### src/rtl/motor_pwm_sequencer_pkg.sv
// motor_pwm_sequencer_pkg: shared state encoding and width helper for the motor PWM sequencer
package motor_pwm_sequencer_pkg;

    typedef enum logic [1:0] {
        IDLE  = 2'd0,
        RAMP  = 2'd1,
        DEAD  = 2'd2,
        BRAKE = 2'd3
    } state_t;

    function automatic int cnt_width(input int top);
        return (top > 1) ? $clog2(top) : 1;
    endfunction

endpackage

### src/rtl/motor_pwm_sequencer_tick.sv
// ramp_tick_gen: free-running divider producing a one-cycle ramp tick every RAMP_DIV clocks
module ramp_tick_gen #(
    parameter int RAMP_DIV = 4096
) (
    input  logic clk,
    input  logic reset,
    output logic tick
);

    localparam int W = $clog2(RAMP_DIV);
    localparam logic [W-1:0] LAST = W'(RAMP_DIV - 1);

    logic [W-1:0] cnt;

    // count 0..RAMP_DIV-1 and wrap; the tick marks the terminal count
    always_ff @(posedge clk or posedge reset) begin
        if (reset)
            cnt <= '0;
        else
            cnt <= (cnt == LAST) ? '0 : cnt + W'(1);
    end

    assign tick = (cnt == LAST);

endmodule

### src/rtl/motor_pwm_sequencer.sv
// motor_pwm_sequencer: ramps PWM duty toward a signed speed target with dead time on reversal and brake
module motor_pwm_sequencer
    import motor_pwm_sequencer_pkg::*;
#(
    parameter  int TOP      = 1024,
    parameter  int STEP     = 8,
    parameter  int RAMP_DIV = 4096,
    parameter  int DEAD_TK  = 4,
    localparam int CNT_W    = cnt_width(TOP)
) (
    input  logic             clk,
    input  logic             reset,
    input  logic             cmd_valid,
    output logic             cmd_ready,
    input  logic [CNT_W:0]   cmd_speed,
    input  logic             brake,
    output logic [CNT_W-1:0] duty,
    output logic             dir,
    output logic             at_target,
    output logic             busy
);

    localparam int CW1 = CNT_W + 1;
    localparam int DW  = $clog2(DEAD_TK + 1);
    localparam logic [CNT_W-1:0] MAX_DUTY = CNT_W'(TOP - 1);
    localparam logic [CNT_W:0]   STEP_W   = CW1'(STEP);
    localparam logic [DW-1:0]    DEAD_LD  = DW'(DEAD_TK);

    state_t           state;
    logic [DW-1:0]    dead_cnt;
    logic [CNT_W-1:0] mag;
    logic             tgt_dir;
    logic             tick;
    logic [CNT_W:0]   abs_speed;
    logic [CNT_W:0]   up_sum;
    logic [CNT_W:0]   down_diff;
    logic [CNT_W-1:0] new_mag;
    logic [CNT_W-1:0] duty_up;
    logic [CNT_W-1:0] duty_down;

    ramp_tick_gen #(.RAMP_DIV(RAMP_DIV)) u_tick (
        .clk   (clk),
        .reset (reset),
        .tick  (tick)
    );

    // magnitude of the command; -2^CNT_W negates to itself and is caught by the saturation
    assign abs_speed = cmd_speed[CNT_W] ? -cmd_speed : cmd_speed;
    assign new_mag   = (abs_speed > {1'b0, MAX_DUTY}) ? MAX_DUTY : abs_speed[CNT_W-1:0];

    // one extra bit keeps the step arithmetic from wrapping
    assign up_sum    = {1'b0, duty} + STEP_W;
    assign duty_up   = (up_sum > {1'b0, mag}) ? mag : up_sum[CNT_W-1:0];
    assign down_diff = {1'b0, duty} - STEP_W;
    assign duty_down = ({1'b0, duty} <= STEP_W) ? '0 : down_diff[CNT_W-1:0];

    assign at_target = (state == IDLE || state == RAMP) && duty == mag && dir == tgt_dir;
    assign busy      = (state == RAMP || state == DEAD);

    // sequencer FSM: target capture, ramp datapath, dead time and brake override
    always_ff @(posedge clk or posedge reset) begin
        if (reset) begin
            state     <= IDLE;
            duty      <= '0;
            dir       <= 1'b0;
            mag       <= '0;
            tgt_dir   <= 1'b0;
            dead_cnt  <= '0;
            cmd_ready <= 1'b0;
        end else begin
            cmd_ready <= !brake;
            if (brake) begin
                state <= BRAKE;
                duty  <= '0;
                mag   <= '0;
            end else begin
                if (cmd_valid && cmd_ready) begin
                    mag     <= new_mag;
                    tgt_dir <= (new_mag == '0) ? dir : cmd_speed[CNT_W];
                end
                case (state)
                    IDLE: begin
                        if (mag != '0) begin
                            state    <= (tgt_dir == dir) ? RAMP : DEAD;
                            dead_cnt <= DEAD_LD;
                        end
                    end
                    RAMP: begin
                        if (tick) begin
                            if (tgt_dir != dir) begin
                                if (duty == '0) begin
                                    state    <= DEAD;
                                    dead_cnt <= DEAD_LD;
                                end else begin
                                    duty <= duty_down;
                                end
                            end else if (duty < mag) begin
                                duty <= duty_up;
                            end else if (duty > mag) begin
                                duty <= (duty_down < mag) ? mag : duty_down;
                            end else if (mag == '0) begin
                                state <= IDLE;
                            end
                        end
                    end
                    DEAD: begin
                        if (tick) begin
                            if (dead_cnt == DW'(1)) begin
                                dir   <= tgt_dir;
                                state <= (mag != '0) ? RAMP : IDLE;
                            end else begin
                                dead_cnt <= dead_cnt - DW'(1);
                            end
                        end
                    end
                    BRAKE: begin
                        state    <= DEAD;
                        dead_cnt <= DEAD_LD;
                    end
                    default: state <= IDLE;
                endcase
            end
        end
    end

endmodule

### config.mk
export PLATFORM = sky130hd
export DESIGN_NAME = motor_pwm_sequencer
export DESIGN_NICKNAME = d
export VERILOG_FILES = /design/src/rtl/motor_pwm_sequencer_pkg.sv /design/src/rtl/motor_pwm_sequencer_tick.sv /design/src/rtl/motor_pwm_sequencer.sv
export SDC_FILE = /design/constraint.sdc
export NUM_CORES = 1
export LEC_CHECK = 0
export BUFFER_PORTS_ARGS = -buffer_cell sky130_fd_sc_hd__buf_4
export CAP_MARGIN = 40
export CORE_AREA = 2 2 120 122
export DETAILED_ROUTE_END_ITERATION = 8
export DIE_AREA = 0 0 122 124
export REMOVE_ABC_BUFFERS = 1
export SLEW_MARGIN = 20
export SYNTH_ARGS = -nofsm -noshare
export SYNTH_HDL_FRONTEND = slang
export SYNTH_HIERARCHICAL = 1
export SYNTH_SLANG_ARGS = --single-unit
### constraint.sdc
create_clock -name clk -period 9.3 [get_ports clk]
set_clock_uncertainty 0.2 [all_clocks]
set_input_delay 1.86 -clock clk [delete_from_list [all_inputs] [get_ports clk]]
set_output_delay 1.86 -clock clk [all_outputs]
set_load 0.02 [all_outputs]
After elaboration in Yosys (flattened, before gate mapping)
Index checks and enable logic that the tools add are counted.

Register bits: 40. Bits of input ports: 15. Output and inout port bits: 14. Logic and storage cells: 100.

$add $sub $neg: 5. Magnitude comparators: 6. Equality and inequality tests: 24. Multiplexer cells: 36. Bitwise operators: 1. Reductions and logical operators: 20.

Operators by type and width (count): 10-bit 2-to-1 mux (13); 10-bit logical NOT (3); 2-bit 2-to-1 mux (11); 10-bit < comparator (2); 3-bit 2-to-1 mux (6); 12-bit by 1-bit adder with 12-bit output (second input constant) (1); 12-bit == test (second input constant) (1); 12-bit 2-to-1 mux (1); 3-bit case mux with 4 select lines (1); 10-bit by 4-bit adder with 11-bit output (second input constant) (1); 11-bit by 10-bit > comparator with 1-bit output (1); 11-bit by 10-bit > comparator with 1-bit output (second input constant) (1); 11-bit 2-to-1 mux (1); 11-bit negator (1); 10-bit == test (1); 10-bit > comparator (1); 10-bit by 4-bit less-or-equal comparator with 1-bit output (second input constant) (1); 10-bit nonzero test (1); 10-bit by 4-bit subtractor with 10-bit output (second input constant) (1); 3-bit != test (second input constant) (3); 4-bit != test (second input constant) (2); 2-bit case mux with 4 select lines (1); 4-bit AND reduction (2); 8-bit AND reduction (1); 21 further kinds (34).

Logic depth before layout (Yosys ltp)
Gate-level depths: netlist (run 1).

Word-level depth: 10. Gate-level depth with buffers: 16. Gate-level depth less buffers: 14.

Modules after synthesis
Netlist (run 1), hierarchy kept.

By module, submodules not included: motor_pwm_sequencer (times used 1, cells each 332, area an instance 2805.2 um^2, sequential area each 700.7 um^2); ramp_tick_gen (times used 1, cells each 53, area an instance 569.3 um^2, sequential area each 300.3 um^2).

Least setup slack after synthesis (run 1)
No wires, ideal clock.

Path type: flip-flop to flip-flop. Start point: reg duty[6]. End point: reg duty[8]. Setup time: 78 ps. Arrival: 3801 ps. Required time: 9022 ps. Path slack: 5221 ps. Stages on the path, launching flop included: 14. Path buffers: 1. Period minus slack after synthesis: 4079 ps. Cell sequence: dfrtp_1 buf_6 or4_4 nor3_1 a21boi_2 nor2_1 ha_1 and4_1 or3b_2 a21oi_1 o32ai_4 o221a_2 a221o_1 a21oi_1.

Longest elaborated chain between the ends: 10. Elaborated cells on any way between the ends: 21. Those cells by class: add/sub: 2; order compare: 5; eq/ne: 1; mux: 10; reduce/logical: 3.

RTL lines: start: declaration (line motor_pwm_sequencer.sv:17) `output logic [CNT_W-1:0] duty,`; start signal: assignment (line motor_pwm_sequencer.sv:95) `duty <= duty_down;`; start signal: assignment (line motor_pwm_sequencer.sv:98) `duty <= duty_up;`; start signal: assignment (line motor_pwm_sequencer.sv:100) `duty <= (duty_down < mag) ? mag : duty_down;`; 10-bit by 4-bit subtractor with 10-bit output / 10-bit by 4-bit less-or-equal comparator with 1-bit output (equally long branches) (line motor_pwm_sequencer.sv:54, motor_pwm_sequencer.sv:55); 10-bit 2-to-1 mux (line motor_pwm_sequencer.sv:55) `assign duty_down = ({1'b0, duty} <= STEP_W) ? '0 : down_diff[CNT_W-1:0];`; 10-bit < comparator (line motor_pwm_sequencer.sv:100); 10-bit 2-to-1 mux (line motor_pwm_sequencer.sv:100); 10-bit 2-to-1 mux (line motor_pwm_sequencer.sv:99) `end else if (duty > mag) begin`; 10-bit 2-to-1 mux (line motor_pwm_sequencer.sv:97) `end else if (duty < mag) begin`; 10-bit 2-to-1 mux (line motor_pwm_sequencer.sv:90) `if (tgt_dir != dir) begin`; 10-bit 2-to-1 mux (line motor_pwm_sequencer.sv:89) `if (tick) begin`; 10-bit 2-to-1 mux (line motor_pwm_sequencer.sv:81) `case (state)`; 10-bit 2-to-1 mux (line motor_pwm_sequencer.sv:72) `if (brake) begin`.

Several ways; a longest one is shown, not always the timed one. The select of a mux whose other input is x is not followed. A chain may end at the register's enable or synchronous reset.

Worst setup path after layout (run 1)
Start point: reg duty[3]. End point: out at_target.

Longest elaborated chain between the ends: 3.

RTL lines: 10-bit == test (line motor_pwm_sequencer.sv:57) `assign at_target = (state == IDLE || state == RAMP) && duty == mag && dir == tgt_dir;`; 1-bit logical AND (2 in a row) (line motor_pwm_sequencer.sv:57); end: declaration (line motor_pwm_sequencer.sv:19) `output logic at_target,`.

Every way passes these cells.

==> results of run 1 <==
==> worst max-delay path by stage <==
| stage | from | to | slack (ns) | depth (start not counted) |
|---|---|---|---|---|
| after floorplan | duty[6]$_DFFE_PP0P_ | duty[8]$_DFFE_PP0P_ | 5.22 | 12 |
| after global routing | duty[3]$_DFFE_PP0P_ | at_target | 4.59 | 6 |
| after detailed placement | duty[6]$_DFFE_PP0P_ | duty[8]$_DFFE_PP0P_ | 4.93 | 12 |
| final | duty[3]$_DFFE_PP0P_ | at_target | 4.73 | 6 |
| after global placement | duty[6]$_DFFE_PP0P_ | duty[8]$_DFFE_PP0P_ | 5.04 | 12 |
| after CTS | duty[3]$_DFFE_PP0P_ | at_target | 4.77 | 6 |
==> registers in the layout, summed over array words and instances (netlist names) <==
signal	cells
cmd_ready	1
tgt_dir	1
u_tick/cnt	12
duty	10
state	2
dir	1
dead_cnt	3
mag	10
==> critical path: stages, from the launching register on <==
cell	delay (ns)
dfrtp_1	0.61
inv_1	0.17
ha_1	0.39
or4_1	0.57
nor2_1	0.16
o21a_1	0.18
buf_4	0.15
==> where the power goes <==
part           switching (uW)  total, uW  internal (uW)
sequential               32.4        226            194
combinational             312        547            235
clock                    70.8        197            126
total                     415        970            555
==> layout make-up <==
| class | instances | area, um2 | area share, % |
|---|---|---|---|
| Tap cell | 180 | 225 | 5.71 |
| Multi-Input combinational cell | 298 | 2180 | 55.2 |
| Timing Repair Buffer | 33 | 249 | 6.31 |
| Inverter | 33 | 124 | 3.14 |
| Clock inverter | 3 | 42.5 | 1.08 |
| Sequential cell | 40 | 1000 | 25.4 |
| Clock buffer | 5 | 125 | 3.17 |
==> metrics by stage <==
stage	utilization, %	cell area (um2)
3_5_place_dp	27.5	3780
6_report	28.8	3950
2_1_floorplan	-	3300
5_1_grt	28.8	3950
4_1_cts	28.8	3950
3_3_place_gp	27.4	3760
==> routing by layer <==
metal  wire [um]  vias to the layer above  GRT usage (%)
met5           0                        -              0
met1        4180                     1458           17.4
met4         252                        0           5.24
met2        4160                      102           20.6
met3         505                       23           1.97
li1            -                     1478              -
==> kinds of logic after synthesis <==
logic type | Yosys count | share of synthesized area (%)
mux | 9 | 2.74
flops | 40 | 29.7
xor+xnor | 24 | 6.23
buf+inv | 47 | 5.78
fa+ha+maj | 35 | 13.0
compound gates | 111 | 23.1
simple gates | 119 | 19.5
==> layout by cell type, fill, tap and decap left out, types with 10 or more instances in the layout <==
| cell | instances |
|---|---|
| a21oi_1 | 24 |
| a31oi_1 | 11 |
| buf_4 | 31 |
| dfrtp_1 | 40 |
| ha_1 | 35 |
| inv_1 | 33 |
| nand2_1 | 15 |
| nand3_1 | 10 |
| nand4_1 | 13 |
| nor2_1 | 28 |
| nor3_1 | 15 |
| o21ai_0 | 25 |
| xnor2_1 | 14 |
| xor2_1 | 10 |
==> flow_summary.yaml, run 1 <==
logic_synthesis:
  synth.top_cell.area_share_pct: 29.7
  yosysTopAreaCell: "dfrtp_1"
  async_reset_ff_share_pct: 100
  postSynthAreaPerCell_um2: 8.76
  ys_ff_latch: 40
  yosys_most_used_dff: "dfrtp_1"
  yosys-top-cells-area: "dfrtp_1 30%, ha_1 13%, o21ai_0 3.7%, inv_1 3.7%, xnor2_1 3.6%"
  synth_edf_count: 0
  yosysUniqueCellTypes: 65
  syn_area_um2: 3370
  yosysWarnings: 6
  syn_inst: 385
  synth.most_common_cell: "dfrtp_1"
  ys_seq_area_share_pct: 29.7
  synthTopCellsByCount: "40 x dfrtp_1, 35 x ha_1, 33 x inv_1, 28 x nor2_1, 25 x o21ai_0"
final_layout:
  syn_to_final_growth_pct: 16.9
  fin_cells: 592
  drive_gt1_share_pct: 13.6
  final.fill_count: 1471
  diodes: 0
  num-nets-final: 461
hold_path:
  min_to: "dead_cnt[1]$_DFFE_PP0P_"
  hold-path-cell-count: 2
  hold_start: "dead_cnt[1]$_DFFE_PP0P_"
  hp-class: "register to register"
sta:
  setup_ws_ns: 4.73
  tns_ns: 0
  hold_violations: 0
  relSlewSlack_pct: 55.7
  post-route-period-util_pct: 49.1
  worst_slew_pin_slew_ns: 0.659
  fmax_ghz: 0.219
  hold_ws_ns: 0.298
  grt_setup_unrepaired: "no"
  drv_slew: 0
  fin_crit_ns: 4.57
  finalSetupViolations: 0
grt:
  grt_pass1_wl_um: 15600
  grt_usage_pct: 12.9
  grt_max_degree: 29
  grt_pass1_vias: 3077
  antenna_found_initial: 0
  overflow: 0
placement:
  port_buffers: 28
  dp.cells: 584
  pre_cts_ws_ns: 4.93
  gp_congestion: 0.929
  hpwlAfterDp_um: 7040
drt:
  vias_per_cell: 5.17
  vias: 3061
  route.detailed.drc: 0
  drt_iter0_markers: 171
  ant_nets: 0
  wire_per_inst_um: 15.4
  dr.pass1.iters: 4
  totalWireLength_um: 9100
floorplanning:
  rows: 43
  coreArea_um2: 13700
  dieArea_um2: 15100
  die_y_um: 124
  die_x_um: 122
  start_util_pct: 24.6
  pin_count: 29
clock_network:
  cts_max_path_buffers: 2
  cts_max_level: 2
  cts_buffers: 5
  ctsResizeCount: 0
  cts.sinks: 40
  worstSkewPairLatency_ns: 0.28
  root_buffer: "clkbuf_16"
  clk_pin_slew_ns: 0.07
  cts_tree: "done"
  ctsHoldBuffers: 0
  post_cts_buffers: 0
critical_path:
  r2r_cells: 12
  rrSetupSlack_ns: 4.89
  start_kind: "register"
  critPathKind: "register to primary output"
  worst_ep_required_time_ns: 7.24
  worstSetupEndpointType: "primary output"
  path_max_fanout: 11
  crit_arrival_ns: 2.51
  r2r_start: "duty[6]$_DFFE_PP0P_"
  regToRegEndpoint: "duty[8]$_DFFE_PP0P_"
power_and_ir_drop:
  p_per_area_nw_per_um2: 246
  fin_total_pwr_uw: 970
  leakage_uw: 0.00177
  peakVddDrop_mv: 0.0856
job:
  cap_viol_max_count: 0
run_status:
  status: "finished clean"
Note: power is estimated with default switching activity, not from simulation.
==> inputs of run 2 (changes only) <==
==> constraint.sdc (replaced) <==
create_clock -name clk -period 3.7 [get_ports clk]
set_clock_uncertainty 0.2 [all_clocks]
set_input_delay 0.74 -clock clk [delete_from_list [all_inputs] [get_ports clk]]
set_output_delay 0.74 -clock clk [all_outputs]
set_load 0.02 [all_outputs]
==> run 2 against run 1 <==
  * Die area did not move
  * Non-clock buffer count rose by 31
  * Clock power rose to 2.8 times the previous value
  * Register-to-register slack got worse by 4.9 ns
  * The flow now finishes with violations (negative setup slack)
  * Global-route usage barely moved
  * Via count rose by 3.6%
  * Wire length rose by 3.7%
  * Final area rose by 8.9%
  * Largest power group unchanged
  * Sequential share of layout area fell by 2.1 points
==> flow_summary.yaml, run 2 (synthesis results as in run 1) <==
sta:
  fmax_ghz: 0.267
  hold_violations: 0
  setup_ws_ns: -0.0505
  drv_slew: 0
  worst_slew_pin_slew_ns: 0.664
  post-route-period-util_pct: 101
  finalSetupViolations: 3
  grt_setup_unrepaired: "yes"
  fin_crit_ns: 3.75
  relSlewSlack_pct: 55.4
drt:
  ant_nets: 0
  route.detailed.drc: 0
  vias: 3170
  drt_iter0_markers: 165
  vias_per_cell: 5.10
  dr.pass1.iters: 5
  wire_per_inst_um: 15.2
  totalWireLength_um: 9430
floorplanning:
  rows: 43
  die_y_um: 124
  dieArea_um2: 15100
  coreArea_um2: 13700
  pin_count: 29
  die_x_um: 122
  start_util_pct: 24.6
final_layout:
  largest_registers: "u_tick/cnt: 12 flops, duty: 10 flops, mag: 10 flops"
  fin_cells: 622
  regMostFlops: "u_tick/cnt"
  final_util_pct: 31.3
  final_common_cell: "buf_4"
  num-nets-final: 492
  final_cell_mix: "60 x buf_4, 40 x dfrtp_1, 34 x ha_1"
  drive_gt1_share_pct: 23.1
  largest_register_ffs: 12
  final.fill_count: 1417
  diodes: 0
  syn_to_final_growth_pct: 27.4
critical_path:
  critPathKind: "register to register"
  crit_arrival_ns: 3.76
  path_max_fanout: 5
  r2r_start: "duty[6]$_DFFE_PP0P_"
  regToRegEndpoint: "duty[8]$_DFFE_PP0P_"
  worstSetupEndpointType: "register"
  r2r_cells: 13
  worst_ep_required_time_ns: 3.71
  start_kind: "register"
  rrSetupSlack_ns: -0.05
grt:
  grt_pass1_wl_um: 15500
  antenna_found_initial: 0
  grt_usage_pct: 12.8
  grt_max_degree: 29
  grt_pass1_vias: 3140
  overflow: 0
run_status:
  failed_checks: "negative setup slack"
  status: "finished with violations"
power_and_ir_drop:
  peakVddDrop_mv: 0.275
  leakage_uw: 0.00196
  p_per_area_nw_per_um2: 689
clock_network:
  clk_pin_slew_ns: 0.06
  worstSkewPairLatency_ns: 0.28
  cts_max_level: 2
  ctsHoldBuffers: 0
  cts_max_path_buffers: 2
  cts_tree: "done"
  root_buffer: "clkbuf_16"
  cts.sinks: 40
  cts_buffers: 5
placement:
  gp_congestion: 0.892
  hpwlAfterDp_um: 7160
  port_buffers: 28
  dp.cells: 611
hold_path:
  hp-class: "primary input to async pin"
job:
  cap_viol_max_count: 0
==> run 2: cell types whose count changed in the layout (fill, tap and decap cells not counted), sizes merged <==
cell | previous run | this run
bufinv | 1 | 2
clkinvlp | 1 | 0
clkinv | 1 | 0
buf | 33 | 64
==> run 2: worst max path at each step <==
stage	startpoint	endpoint	slack (ns)	cells past startpoint
2_1_floorplan	duty[6]$_DFFE_PP0P_	duty[8]$_DFFE_PP0P_	-0.38	12
3_3_place_gp	duty[6]$_DFFE_PP0P_	duty[8]$_DFFE_PP0P_	-0.18	13
3_5_place_dp	duty[6]$_DFFE_PP0P_	duty[8]$_DFFE_PP0P_	-0.31	13
4_1_cts	duty[6]$_DFFE_PP0P_	duty[8]$_DFFE_PP0P_	0.007	13
5_1_grt	duty[6]$_DFFE_PP0P_	duty[8]$_DFFE_PP0P_	-0.20	13
6_report	duty[6]$_DFFE_PP0P_	duty[8]$_DFFE_PP0P_	-0.05	13
==> run 2: worst max-delay path: stages, from the launching register on <==
cell	delay (ns)
dfrtp_1	0.38
or4_4	0.57
nor3_4	0.17
a21boi_4	0.32
buf_6	0.14
nor2b_2	0.03
ha_1	0.26
and4_1	0.20
or3b_4	0.40
a21oi_4	0.17
o32ai_4	0.14
o221a_2	0.31
a221o_1	0.30
a21oi_2	0.11
==> run 2: layout make-up <==
cell class	count	area [um2]	area share, %
Inverter	33	124	2.88
Clock buffer	5	125	2.91
Multi-Input combinational cell	298	2270	52.9
Clock inverter	2	60.1	1.40
Timing Repair Buffer	64	489	11.4
Sequential cell	40	1000	23.3
Tap cell	180	225	5.24
==> run 2: timing repair <==
| item | in CTS | in global routing |
|---|---|---|
| pin swaps | 0 | 10 |
| gates resized for setup | 7 | 22 |
| endpoints found under the setup margin | 10 | 10 |
| gates cloned | 0 | 1 |
| buffers inserted | 0 | 3 |
==> run 2: report_power, final <==
| group | internal (uW) | leakage, uW | switching, uW |
|---|---|---|---|
| Combinational | 886 | 0.00135 | 987 |
| Clock | 383 | 0.0000899 | 175 |
| Sequential | 487 | 0.000516 | 43.7 |
| Total | 1760 | 0.00196 | 1210 |
==> run 2: per-stage QoR <==
stage / cell area [um2] / setup TNS [ns] / setup slack, ns / power (uW) / hold slack, ns
after CTS: 4200 / 0 / 0.00658 / 2770 / 0.295
final: 4300 / -0.0841 / -0.0505 / 2960 / 0.269
after floorplan: 3300 / -2.22 / -0.384 / 1580 / 0.249
after detailed placement: 3980 / -2.43 / -0.305 / 2160 / 0.281
after global routing: 4300 / -1.36 / -0.201 / 3180 / 0.323
after global placement: 3970 / -1.20 / -0.182 / 2130 / 0.262
==> run 2: metal layers <==
| layer | track usage, % | up-vias | part of all wire [%] |
|---|---|---|---|
| li1 | - | 1546 | - |
| met1 | 16.9 | 1522 | 46 |
| met2 | 21.3 | 83 | 47 |
| met3 | 1.83 | 19 | 3.9 |
| met4 | 5.03 | 0 | 2.6 |
| met5 | 0 | - | 0 |
